===== config.mk =====
export PLATFORM = sky130hd
export DESIGN_NAME = wb_arbiter
export DESIGN_NICKNAME = d
export VERILOG_FILES = /design/src/rtl/wb_pkg.sv /design/src/rtl/wb_fifo.sv /design/src/rtl/wb_arbiter.sv
export SDC_FILE = /design/constraint.sdc
export NUM_CORES = 1
export LEC_CHECK = 0
export CAP_MARGIN = 20
export CORE_ASPECT_RATIO = 0.8
export CORE_MARGIN = 2
export CORE_UTILIZATION = 40
export CTS_CLUSTER_DIAMETER = 150
export CTS_CLUSTER_SIZE = 30
export DETAILED_ROUTE_END_ITERATION = 10
export SKIP_LAST_GASP = 1
export SLEW_MARGIN = 30
export SYNTH_ARGS = -nofsm -noshare
export SYNTH_HDL_FRONTEND = slang
export SYNTH_SLANG_ARGS = --single-unit

===== constraint.sdc =====
create_clock -name clk -period 4 [get_ports clk]
set_clock_uncertainty 0.05 [all_clocks]
set_input_delay 0.4 -clock clk [delete_from_list [all_inputs] [get_ports clk]]
set_output_delay 0.4 -clock clk [all_outputs]
set_load 0.005 [all_outputs]

===== src/rtl/wb_pkg.sv =====
// Shared types and default sizing for the write-back arbiter and its late-result FIFO.
package wb_pkg;

  typedef struct packed {
    logic [4:0]  rd;
    logic [31:0] data;
    logic [31:0] pc;
  } wb_entry_t;

  localparam int WB_ENTRY_W    = $bits(wb_entry_t);
  localparam int WB_DEPTH      = 4;
  localparam int WB_STARVE_MAX = 8;

endpackage


===== src/rtl/wb_fifo.sv =====
// Circular buffer of late write-back results; exposes every slot's valid bit and rd
// so the arbiter can answer pending-write queries.
module wb_fifo
  import wb_pkg::*;
#(
  parameter int DEPTH = WB_DEPTH
) (
  input  logic                    clk,
  input  logic                    reset,
  input  logic                    push,
  input  logic [WB_ENTRY_W-1:0]   push_entry,
  input  logic                    pop,
  output logic [WB_ENTRY_W-1:0]   head_entry,
  output logic                    empty,
  output logic                    full,
  output logic [DEPTH-1:0]        ent_valid,
  output logic [DEPTH*5-1:0]      ent_rd
);

  localparam int PTR_W = $clog2(DEPTH);

  wb_entry_t        mem [DEPTH];
  logic [PTR_W-1:0] head;
  logic [PTR_W-1:0] tail;
  logic [PTR_W:0]   count;
  logic             do_push;
  logic             do_pop;

  assign empty      = (count == '0);
  assign full       = (count == (PTR_W+1)'(DEPTH));
  assign do_push    = push && !full;
  assign do_pop     = pop && !empty;
  assign head_entry = mem[head];

  // A slot is live when its distance from head is below the occupancy count.
  for (genvar i = 0; i < DEPTH; i++) begin : g_slot
    assign ent_valid[i]       = ({1'b0, PTR_W'(i) - head} < count);
    assign ent_rd[i*5 +: 5]   = mem[i].rd;
  end

  always_ff @(posedge clk) begin
    if (reset) begin
      head  <= '0;
      tail  <= '0;
      count <= '0;
    end else begin
      if (do_push) begin
        mem[tail] <= wb_entry_t'(push_entry);
        tail      <= tail + 1'b1;
      end
      if (do_pop) begin
        head <= head + 1'b1;
      end
      case ({do_push, do_pop})
        2'b10:   count <= count + 1'b1;
        2'b01:   count <= count - 1'b1;
        default: count <= count;
      endcase
    end
  end

endmodule


===== src/rtl/wb_arbiter.sv =====
// Merges in-order pipeline write-backs with buffered late results onto the single GRF write port.
// Optional: define WB_ARBITER_TRACE_EN to print each committed register write.
module wb_arbiter
  import wb_pkg::*;
#(
  parameter int DEPTH      = WB_DEPTH,
  parameter int STARVE_MAX = WB_STARVE_MAX
) (
  input  logic        clk,
  input  logic        reset,
  input  logic        pipe_valid,
  input  logic [4:0]  pipe_rd,
  input  logic [31:0] pipe_data,
  input  logic [31:0] pipe_pc,
  output logic        wb_stall,
  input  logic        late_valid,
  output logic        late_ready,
  input  logic [4:0]  late_rd,
  input  logic [31:0] late_data,
  input  logic [31:0] late_pc,
  output logic        grf_we,
  output logic [4:0]  grf_rd,
  output logic [31:0] grf_wdata,
  output logic [31:0] grf_pc,
  input  logic [4:0]  q_rs,
  input  logic [4:0]  q_rt,
  output logic        q_rs_pend,
  output logic        q_rt_pend
);

  localparam int SW = $clog2(STARVE_MAX + 1);

  logic                  pipe_elig;
  logic                  fifo_wins;
  logic                  fifo_push;
  logic                  fifo_empty;
  logic                  fifo_full;
  logic [WB_ENTRY_W-1:0] head_bits;
  wb_entry_t             head;
  wb_entry_t             push_entry;
  logic [DEPTH-1:0]      ent_valid;
  logic [DEPTH*5-1:0]    ent_rd;
  logic [SW-1:0]         starve;

  assign pipe_elig  = pipe_valid && (pipe_rd != 5'd0);
  assign fifo_wins  = !fifo_empty && (!pipe_elig || (starve == SW'(STARVE_MAX)));
  assign wb_stall   = pipe_elig && fifo_wins && !reset;
  assign late_ready = !fifo_full && !reset;
  // Writes to $0 are accepted but never buffered.
  assign fifo_push  = late_valid && late_ready && (late_rd != 5'd0);
  assign push_entry = '{rd: late_rd, data: late_data, pc: late_pc};
  assign head       = wb_entry_t'(head_bits);

  wb_fifo #(.DEPTH(DEPTH)) u_fifo (
    .clk        (clk),
    .reset      (reset),
    .push       (fifo_push),
    .push_entry (push_entry),
    .pop        (fifo_wins),
    .head_entry (head_bits),
    .empty      (fifo_empty),
    .full       (fifo_full),
    .ent_valid  (ent_valid),
    .ent_rd     (ent_rd)
  );

  always_comb begin
    q_rs_pend = grf_we && (grf_rd == q_rs);
    q_rt_pend = grf_we && (grf_rd == q_rt);
    for (int i = 0; i < DEPTH; i++) begin
      if (ent_valid[i] && (ent_rd[i*5 +: 5] == q_rs)) q_rs_pend = 1'b1;
      if (ent_valid[i] && (ent_rd[i*5 +: 5] == q_rt)) q_rt_pend = 1'b1;
    end
    if (q_rs == 5'd0) q_rs_pend = 1'b0;
    if (q_rt == 5'd0) q_rt_pend = 1'b0;
  end

  always_ff @(posedge clk) begin
    if (reset) begin
      grf_we    <= 1'b0;
      grf_rd    <= 5'd0;
      grf_wdata <= 32'd0;
      grf_pc    <= 32'd0;
      starve    <= '0;
    end else begin
      grf_we <= fifo_wins || pipe_elig;
      if (fifo_wins) begin
        grf_rd    <= head.rd;
        grf_wdata <= head.data;
        grf_pc    <= head.pc;
      end else if (pipe_elig) begin
        grf_rd    <= pipe_rd;
        grf_wdata <= pipe_data;
        grf_pc    <= pipe_pc;
      end
      if (fifo_empty || fifo_wins) starve <= '0;
      else if (starve != SW'(STARVE_MAX)) starve <= starve + 1'b1;
    end
  end

`ifdef WB_ARBITER_TRACE_EN
  always @(posedge clk) begin
    if (grf_we) $display("%d@%h: $%d <= %h", $time, grf_pc, grf_rd, grf_wdata);
  end
`endif

endmodule


==> impl_results.md, run 1 <==
- Outcome: completed
- Final setup vio count: 0
- CP Launch Type: flop
- CP endpoint kind: output pin
- CTS buffer count: 15
- Clock Sinks: 359
- Period utilization: about 83%
- Slew margin rel.: a little over half
- Clk_lat worst skew: around 0.5 ns
- Initial antenna violation count: 5
- # DRC: 0
- CTS clk-pin slew, worst paths: approximately 0.12 ns
- Most frequent CP cell: nor4_1
- Delay-heaviest family, CP: buffers and inverters
- Most frequent cells in the layout: edfxtp_1, clkdlybuf4s50_1, dfxtp_1
- Die Footprint: around 37000 sq um
- GP Congestion: just under 0.9
- Overall die height: about 170 um
- Critical path class: flop to output pin
- Hold_buf cts: 0
- Hold Violations, Final: 0
- Fin util: between 50% and 60%
- Register area share after synthesis: a little over two thirds
- H-Tree Depth: 1
- DRT iter0 DRCs: slightly below 600
- Detailed placement HPWL: 20300 um
- Placed Cells: ~1400
- PostCTS Resize Cnt: 0
- Vias in the first global route: between 7000 and 8000
- Pre-CTS setup slack: roughly 0.93 ns
- Drt first pass iters: 5
- Fraction of layout cells with a size suffix above 1: 11.5%
- WP buf/inv: 2
- Final wirelength: ~30000 um
- Synth-to-layout area growth: 22.9%
- Mapped Avg Cell Area: 18.3 sq um
- Crit-path max cell delay: around 0.52 ns
- Synth warn: 0
- CTS tree: done
- Routed vias: between 7000 and 8000
- Max-Cap Viols: 0
- Nets: about 1100
- Non-Filler Instances: between 1000 and 1500
- CP max-delay cell: clkdlybuf4s50_1
- Root buffer cell: clkbuf_16
- Mapped cell area: 14200 sq um
- Rows: 61
- Core area: between 30000 and 40000 sq um
- Pwr Density: 525 nW/um^2
- Async set-or-reset flop fraction in the synthesized netlist: 0%
- Worst Max-Slew Pin Slew: 0.706 ns
- VDD IR max: between 300 and 400 uV
- Vias per inst: 5.10
- Post-route minimum period: between 3 and 4 ns
- Post-CTS setup buffers: 0
- Max frequency: between 300 and 400 MHz
- Grt total ovfl: 0
- Pwr Total: 0.00916 W
- Largest net degree at the start of global routing: slightly above 60
- Mapped Cells: around 780
- Wirelength per Cell: between 20 and 25 um
- Worst EP arrival: roughly 2.9 ns
- Clock Tree Buf Depth: 3
- Final WS setup: 0.688 ns
- First-pass GRT wire length: between 40000 and 50000 um
- IO Count: between 200 and 250
- Worst Hold Class: flop to flop
- Post-route ant nets: 0
- Top_reg_cell synth: edfxtp_1
- RSZ-0062 raised after global routing: false
- Synthesis-stage register bit count: roughly 360
- Initial core utilization: between 40 and 50%
- Most common cell after layout, fill and taps aside: edfxtp_1
- Total negative slack: 0 ns
- Required @ worst endpoint: between 3 and 4 ns
- Slew Limit Fails: 0
- P_leak: 5.92 nW
- Die Width: around 210 um
- Peak fanout along the critical path: 5
- Syn Nets: approximately 940
- IO buf count: 225
- GRT Total Usage: approximately 17%
- Unique cell type count in the Yosys netlist: 34
- Post-synth EDFFs: 276
- CP Cell Sequence: inv_1 -> ha_1 -> a21boi_0 -> o21ba_2 -> nor4_1 -> nor4_1 -> a21oi_1 -> clkdlybuf4s50_1
[layout make-up]
type                       instances  area (sq um)
fill                            2923         17400
sequential                       359          9960
multi-input combinational        353          3990
timing repair buffer             243          2460
tap                              472           591
clock buffer                      25           413
inverter                          12          45.0
antenna                            1          2.50
[layer usage]
metal | part of all wire [%] | vias up | global-route usage [%] | wire [um]
li1 | - | 3481 | - | -
met1 | 48 | 3757 | 24.9 | 14700
met2 | 44 | 196 | 24.9 | 13600
met5 | 0.16 | - | 0 | 48
met3 | 6.4 | 30 | 3.80 | 1980
met4 | 1.5 | 8 | 2.63 | 452
[state kept, by name, indices dropped and copies added (netlist names), named ones only]
name	cells
u_fifo.mem	276
grf_pc	32
grf_wdata	32
grf_rd	5
starve	4
u_fifo.count	3
u_fifo.head	2
u_fifo.tail	2
grf_we	1
[power breakdown]
group          internal (W)  switching, W
combinational       0.00150       0.00117
clock              0.000721       0.00106
sequential          0.00439      0.000310
[metrics by stage]
stage,instance area [sq um],hold slack [ns]
after floorplan,14200,0.380
after global placement,17000,0.394
after detailed placement,17000,0.396
after CTS,17400,0.426
after global routing,17500,0.436
final,17500,0.423
[final timing paths]
kind                                     start                           end  slack (ns)  cells past startpoint
setup / recovery  u_fifo.count[1]$_SDFFE_PP0P_                     q_rs_pend        0.69                      8
setup reg to reg  u_fifo.count[0]$_SDFFE_PP0P_  u_fifo.count[2]$_SDFFE_PP0P_        1.17                      9
hold reg to reg        grf_pc[28]$_SDFFE_PP0P_       grf_pc[28]$_SDFFE_PP0P_        0.42                      1
hold / removal         grf_pc[28]$_SDFFE_PP0P_       grf_pc[28]$_SDFFE_PP0P_        0.42                      1
[synth_stat cells, types with 2 or more instances]
| library cell | instances | share of area, % |
|---|---|---|
| o21ba_2 | 2 | 0.14 |
| xnor2_1 | 25 | 1.5 |
| buf_4 | 10 | 0.53 |
| buf_2 | 20 | 0.70 |
| nor4_1 | 8 | 0.35 |
| inv_1 | 12 | 0.32 |
| and3_1 | 2 | 0.088 |
| or4_1 | 4 | 0.21 |
| clkbuf_1 | 20 | 0.53 |
| and2_1 | 4 | 0.18 |
| o21ai_0 | 4 | 0.14 |
| ha_1 | 11 | 0.97 |
| nor3_1 | 5 | 0.18 |
| or3_1 | 3 | 0.13 |
| nand2_1 | 2 | 0.053 |
| mux2i_1 | 71 | 5.0 |
| nor2_1 | 16 | 0.42 |
| dfxtp_1 | 83 | 12 |
| o2bb2ai_1 | 69 | 4.3 |
| o211a_1 | 2 | 0.14 |
| edfxtp_1 | 276 | 58 |
| nand2b_1 | 2 | 0.088 |
| a21oi_1 | 8 | 0.28 |
| xor2_1 | 32 | 2.0 |
| mux4_2 | 69 | 11 |
| nand3_1 | 7 | 0.25 |
[cells by family (layout without fill, tap and decap cells)]
logic type / after synthesis / after routing / synth area share [%]
AO/OA/AOI/OAI: 89 / 89 / 5.20
XOR/XNOR: 57 / 57 / 3.51
adder cells (fa/ha/maj): 12 / 12 / 1.11
buffers and inverters: 63 / 280 / 2.16
flip-flops: 359 / 359 / 70.0
multiplexers: 140 / 140 / 15.9
other: 0 / 1 / 0
AND/OR/NAND/NOR: 55 / 55 / 2.05
Note: power is estimated with default switching activity, not from simulation.
==> run 2: changes to the inputs <==
clock period = 3.2 ns   (was 4 ns; I/O delays follow)
==> run 2 against run 1 <==
Against the previous run:
- combinational power rose by 28%
- final cell count decreased by 0.27%
- sequential cell count unchanged
- register-to-register slack worse by 0.65 ns
- routed wire length shrank 0.77%
- design area grew 0.14%
- critical endpoint unchanged
- largest power group unchanged
- highest routed layer unchanged
==> impl_results.md, run 2 (synthesis gave the netlist of run 1 again) <==
- Fin util: between 50 and 60%
- Drt first pass iters: 5
- CP Launch Type: flop
- Worst EP arrival: between 2 and 3 ns
- Most common cell after layout, fill and taps aside: edfxtp_1
- Non-Filler Instances: ~1500
- Clock Sinks: around 360
- Slew Limit Fails: 0
- Hold Path Sink: grf_pc[13]$_SDFFE_PP0P_
- Vias per inst: approximately 5.1
- Pint: ~0.0083 W
- Slew margin rel.: 55.4%
- Max reg flops: approximately 280
- Post-route minimum period: 3.08 ns
- Required @ worst endpoint: about 2.8 ns
- Final wirelength: 30500 um
- First-pass GRT wire length: 47500 um
- Worst reg2reg path startpoint: u_fifo.count[0]$_SDFFE_PP0P_
- Clock Tree Buf Depth: 3
- Critical path class: flop to output pin
- CTS clk-pin slew, worst paths: ~0.12 ns
- Detailed placement HPWL: roughly 20000 um
- Placed Cells: 1438
- Initial core utilization: around two fifths
- Flop pwr share: 50.9%
- Period utilization: ~96%
- Total negative slack: 0 ns
- Max-Cap Viols: 0
- Overall die height: between 150 and 200 um
- Nets: 1147
- Combinational group share of total power: 29.8%
- CTS buffer count: 15
- Most frequent cells in the layout: edfxtp_1, clkdlybuf4s50_1, dfxtp_1
- DRT iter0 DRCs: between 400 and 500
- Post-route cell area: between 15000 and 20000 sq um
- Core area: around 35000 sq um
- Worst Hold Class: primary input to flop
- Fraction of layout cells with a size suffix above 1: between 10% and 20%
- Post-CTS setup buffers: 0
- Max frequency: about 320 MHz
- GP Congestion: between 0.8 and 0.9
- Hold_buf cts: 0
- Initial antenna violation count: 3
- Hold Slack: 0.389 ns
- Die Footprint: approximately 37000 sq um
- Sw Ratio: between 20 and 30%
- H-Tree Depth: 1
- Largest regs: u_fifo.mem x276, grf_pc x32, grf_wdata x32
- Root buffer cell: clkbuf_16
- CP endpoint kind: output pin
- VDD IR max: between 500 and 600 uV
- Pwr Density: between 600 and 700 nW/um^2
- Vias in the first global route: 7730
- P_leak: roughly 5.9 nW
- Largest net degree at the start of global routing: 73
- Reg2Reg Setup Slack: approximately 0.52 ns
- # DRC: 0
- Synth-to-layout area growth: 23.0%
- Net switching power: between 0.003 and 0.004 W
- Worst Max-Slew Pin Slew: between 0.6 and 0.7 ns
- Clock Power Share: between 10% and 20%
- GRT Total Usage: between 15 and 20%
- Post-route ant nets: 0
- Reg-to-Reg End: u_fifo.count[2]$_SDFFE_PP0P_
- Peak fanout along the critical path: 5
- Final setup vio count: 0
- R2r worst-path depth: 9
- CTS tree: done
- IO buf count: 225
- Grt total ovfl: 0
- Worst Hold Launch: pipe_pc[13]
- Clk_lat worst skew: around 0.50 ns
- Reg with most FFs: u_fifo.mem
- Hold Violations, Final: 0
- IO Count: around 230
- Die Width: roughly 210 um
- Rows: 61
- Outcome: completed
- Routed vias: ~7500
- Placed instance area: 17100 sq um
- Wirelength per Cell: between 20 and 25 um
- Hold path depth: 3
run 2: cell count changes in the layout (fill, tap and decap cells not counted), moves of 2 or more:
cell      before  now
buf_4         12    9
clkbuf_1      10    7
buf_12         6    8
dfxtp_1       81   79
nor4_1         8    6
nor4_2         0    2
run 2: metrics by stage:
stage                     total power [W]  worst slack, ns
after global placement            0.00941            0.361
after floorplan                   0.00799           0.0423
after global routing               0.0121         -0.00409
after CTS                          0.0117           0.0597
after detailed placement          0.00943            0.355
final                              0.0115            0.117
run 2: critical path: stages, from the launching register on:
cell and delay [ns]:
dfxtp_4 0.39, inv_1 0.09, ha_1 0.31, a21boi_0 0.13
o21ba_2 0.23, nor4_2 0.30, nor4_1 0.08, a21oi_1 0.15
clkdlybuf4s50_1 0.52
run 2: worst max-delay path by stage:
stage	start	to	slack [ns]	depth (start not counted)
3_5_place_dp	late_rd[3]	u_fifo.count[2]$_SDFFE_PP0P_	0.36	9
5_1_grt	u_fifo.count[1]$_SDFFE_PP0P_	q_rs_pend	-0.004	8
3_3_place_gp	reset	u_fifo.count[2]$_SDFFE_PP0P_	0.36	9
6_report	u_fifo.count[1]$_SDFFE_PP0P_	q_rs_pend	0.12	8
2_1_floorplan	u_fifo.count[0]$_SDFFE_PP0P_	u_fifo.mem[0][0]$_DFFE_PP_	0.04	4
4_1_cts	u_fifo.count[1]$_SDFFE_PP0P_	q_rs_pend	0.06	8
run 2: power groups by stage:
stage	Clock [W]	Sequential (W)	Combinational (W)
floorplan	0	0.00583	0.00215
global placement	0	0.00595	0.00346
detailed placement	0	0.00595	0.00347
CTS	0.00231	0.00586	0.00349
global route	0.00246	0.00593	0.00370
finish	0.00222	0.00585	0.00342
run 2: layer usage:
metal	up-vias	global-route usage, %	part of all wire, %
met5	-	0	0.13
met3	27	3.13	5.6
met1	3818	24.6	48
li1	3478	-	-
met4	6	2.31	1.4
met2	191	25.4	45
run 2: repair_timing:
action,in CTS,in global routing
gates resized for setup,1,4
pin swaps,0,1
setup endpoints to repair,1,2
run 2: area by class of cell:
cell class / count / area (sq um)
Inverter: 12 / 45.0
Antenna cell: 1 / 2.50
Timing Repair Buffer: 242 / 2480
Tap cell: 472 / 591
Sequential cell: 359 / 9960
Multi-Input combinational cell: 353 / 4000
Clock buffer: 22 / 402
Fill cell: 2925 / 17400
==> run 3: changes to the inputs <==
CTS_BUF_LIST = sky130_fd_sc_hd__clkbuf_4   (was not set)
==> run 3 against run 2 <==
Against the previous run:
- via count unchanged
- core utilization decreased by 0.59 points
- setup slack better by 0.056 ns
- clock power is 29% lower
- non-clock buffer count increased by 1
- first-iteration DRC count decreased by 2.9%
- sequential cell count is the same
- hold slack got worse by 0.26 ns
- final cell count is 0.21% higher
- die area did not move
- register-to-register slack worse by 0.02 ns
- critical path type unchanged
- largest cell class unchanged
==> impl_results.md, run 3 (synthesis gave the netlist of run 1 again) <==
- Synth-to-layout area growth: 21.6%
- Initial antenna violation count: 3
- Largest net degree at the start of global routing: between 70 and 80
- Combinational group share of total power: 31.7%
- IO Count: roughly 230
- Detailed placement HPWL: around 20000 um
- Largest regs: u_fifo.mem x276, grf_pc x32, grf_wdata x32
- Non-Filler Instances: between 1000 and 1500
- # DRC: 0
- Placed instance area: roughly 17000 sq um
- Reg with most FFs: u_fifo.mem
- Die Footprint: 37100 sq um
- Multi-input gate area: 4010 sq um
- RSZ-0062 raised after global routing: false
- Pwr Density: 628 nW/um^2
- Post-route minimum period: approximately 3.0 ns
- Hold Violations, Final: 0
- Peak fanout along the critical path: 5
- GP Congestion: 0.829
- Fraction of layout cells with a size suffix above 1: between 10 and 15%
- CP Cell Sequence: xnor2_1 -> inv_1 -> ha_1 -> a21oi_1 -> o211a_1 -> nor4_2 -> a21oi_1 -> dlygate4sd2_1
- Vias per inst: between 5 and 6
- Slew Limit Fails: 0
- Routed vias: roughly 7500
- Worst Hold Class: primary input to flop
- Required @ worst endpoint: ~2.8 ns
- CP Launch Type: flop
- Hold_buf cts: 0
- Most frequent cells in the layout: edfxtp_1, clkdlybuf4s50_1, dfxtp_1
- CP endpoint kind: output pin
- Sw Ratio: 28.8%
- Wirelength per Cell: 20.9 um
- Clock Power Share: 14.5%
- Clk_lat worst skew: 0.73 ns
- Die Width: ~210 um
- Overall die height: around 170 um
- Most common cell after layout, fill and taps aside: edfxtp_1
- Initial core utilization: 40.7%
- Total negative slack: 0 ns
- Root buffer cell: clkbuf_4
- VDD IR max: around 530 uV
- First-pass GRT wire length: approximately 47000 um
- CTS buffer count: 15
- Most frequent CP cell: a21oi_1
- Vias in the first global route: 7706
- CTS tree: done
- Period utilization: a little over nine tenths
- Flop pwr share: around 54%
- DRT iter0 DRCs: roughly 430
- IO buf count: roughly 230
- Drt first pass iters: 4
- Critical path class: flop to output pin
- Clock Tree Buf Depth: 3
- Post-route cell area: about 17000 sq um
- Max reg flops: about 280
- Post-route ant nets: 0
- Max-Cap Viols: 0
- GRT Total Usage: between 10% and 20%
- Pint: a little under 0.008 W
- Nets: ~1100
- Final setup vio count: 0
- Crit-path max cell delay: between 0.4 and 0.5 ns
- CP max-delay cell: dfxtp_2
- Grt total ovfl: 0
- Outcome: completed
- P_leak: about 6 nW
- Rows: 61
- Fillers: between 2000 and 3000
- Register area: 9960 sq um
- Core area: between 30000 and 40000 sq um
- H-Tree Depth: 1
- Placed Cells: around 1400
- Slew margin rel.: between 50 and 60%
- Worst EP arrival: 2.66 ns
- Final wirelength: ~31000 um
- Max frequency: ~330 MHz
- Worst Max-Slew Pin Slew: ~0.67 ns
- Net switching power: about 0.0031 W
- CTS clk-pin slew, worst paths: between 0.3 and 0.4 ns
- Clock Sinks: between 300 and 400
- Fin util: between 40% and 50%
run 3: cell types whose count changed in the layout (fill, tap and decap cells not counted), sizes merged:
cell           before  now
clkdlybuf4s50     225  223
diode               1    3
dlymetal6s2s        0    1
buf                17   18
dlygate4sd2         0    1
run 3: worst paths after layout:
kind / from / endpoint / slack [ns] / cells past startpoint
setup reg to reg: u_fifo.count[0]$_SDFFE_PP0P_ / u_fifo.count[2]$_SDFFE_PP0P_ / 0.50 / 9
setup / recovery: u_fifo.head[1]$_SDFFE_PP0P_ / q_rt_pend / 0.17 / 8
hold reg to reg: grf_wdata[17]$_SDFFE_PP0P_ / grf_wdata[17]$_SDFFE_PP0P_ / 0.44 / 1
hold / removal: pipe_data[28] / grf_wdata[28]$_SDFFE_PP0P_ / 0.13 / 3
run 3: stage by stage:
stage | hold slack, ns | total power (W) | setup WS [ns]
2_1_floorplan | 0.369 | 0.00799 | 0.0423
3_3_place_gp | 0.394 | 0.00941 | 0.361
3_5_place_dp | 0.395 | 0.00943 | 0.355
4_1_cts | 0.0499 | 0.0110 | -0.161
5_1_grt | 0.0471 | 0.0114 | 0.00127
6_report | 0.126 | 0.0108 | 0.173
run 3: critical path, delay by kind of cell (launching register included):
family / cells / cell delay [ns]
flops: 1 / 0.42
simple gates: 1 / 0.30
buf+inv: 2 / 0.33
xor+xnor: 1 / 0.20
fa+ha+maj: 1 / 0.28
compound gates: 3 / 0.42
run 3: timing repair:
item | CTS | global route
resized for setup | 7 | 4
gates cloned | 0 | 0
pin swaps | 1 | 3
endpoints found under the setup margin | 2 | 2
setup buffers | 1 | 0
run 3: layout make-up:
type / instances / share of cell area [%]
sequential: 359 / 57.7
multi-input combinational: 353 / 23.2
timing repair buffer: 243 / 14.4
tap: 472 / 3.42
clock buffer: 22 / 0.956
inverter: 12 / 0.261
antenna: 3 / 0.0435
run 3: layer usage:
layer	share of wire (%)	track usage (%)	up-vias
met1	48	24.5	3824
met3	5.4	2.92	27
li1	-	-	3480
met5	0.088	0	-
met4	1.5	2.69	4
met2	45	25.3	185
run 3: power groups by stage:
stage	clock, W	combinational [W]	sequential [W]
after floorplan	0	0.00215	0.00583
final	0.00157	0.00343	0.00585
after global placement	0	0.00346	0.00595
after CTS	0.00165	0.00350	0.00586
after detailed placement	0	0.00347	0.00595
after global routing	0.00180	0.00371	0.00593
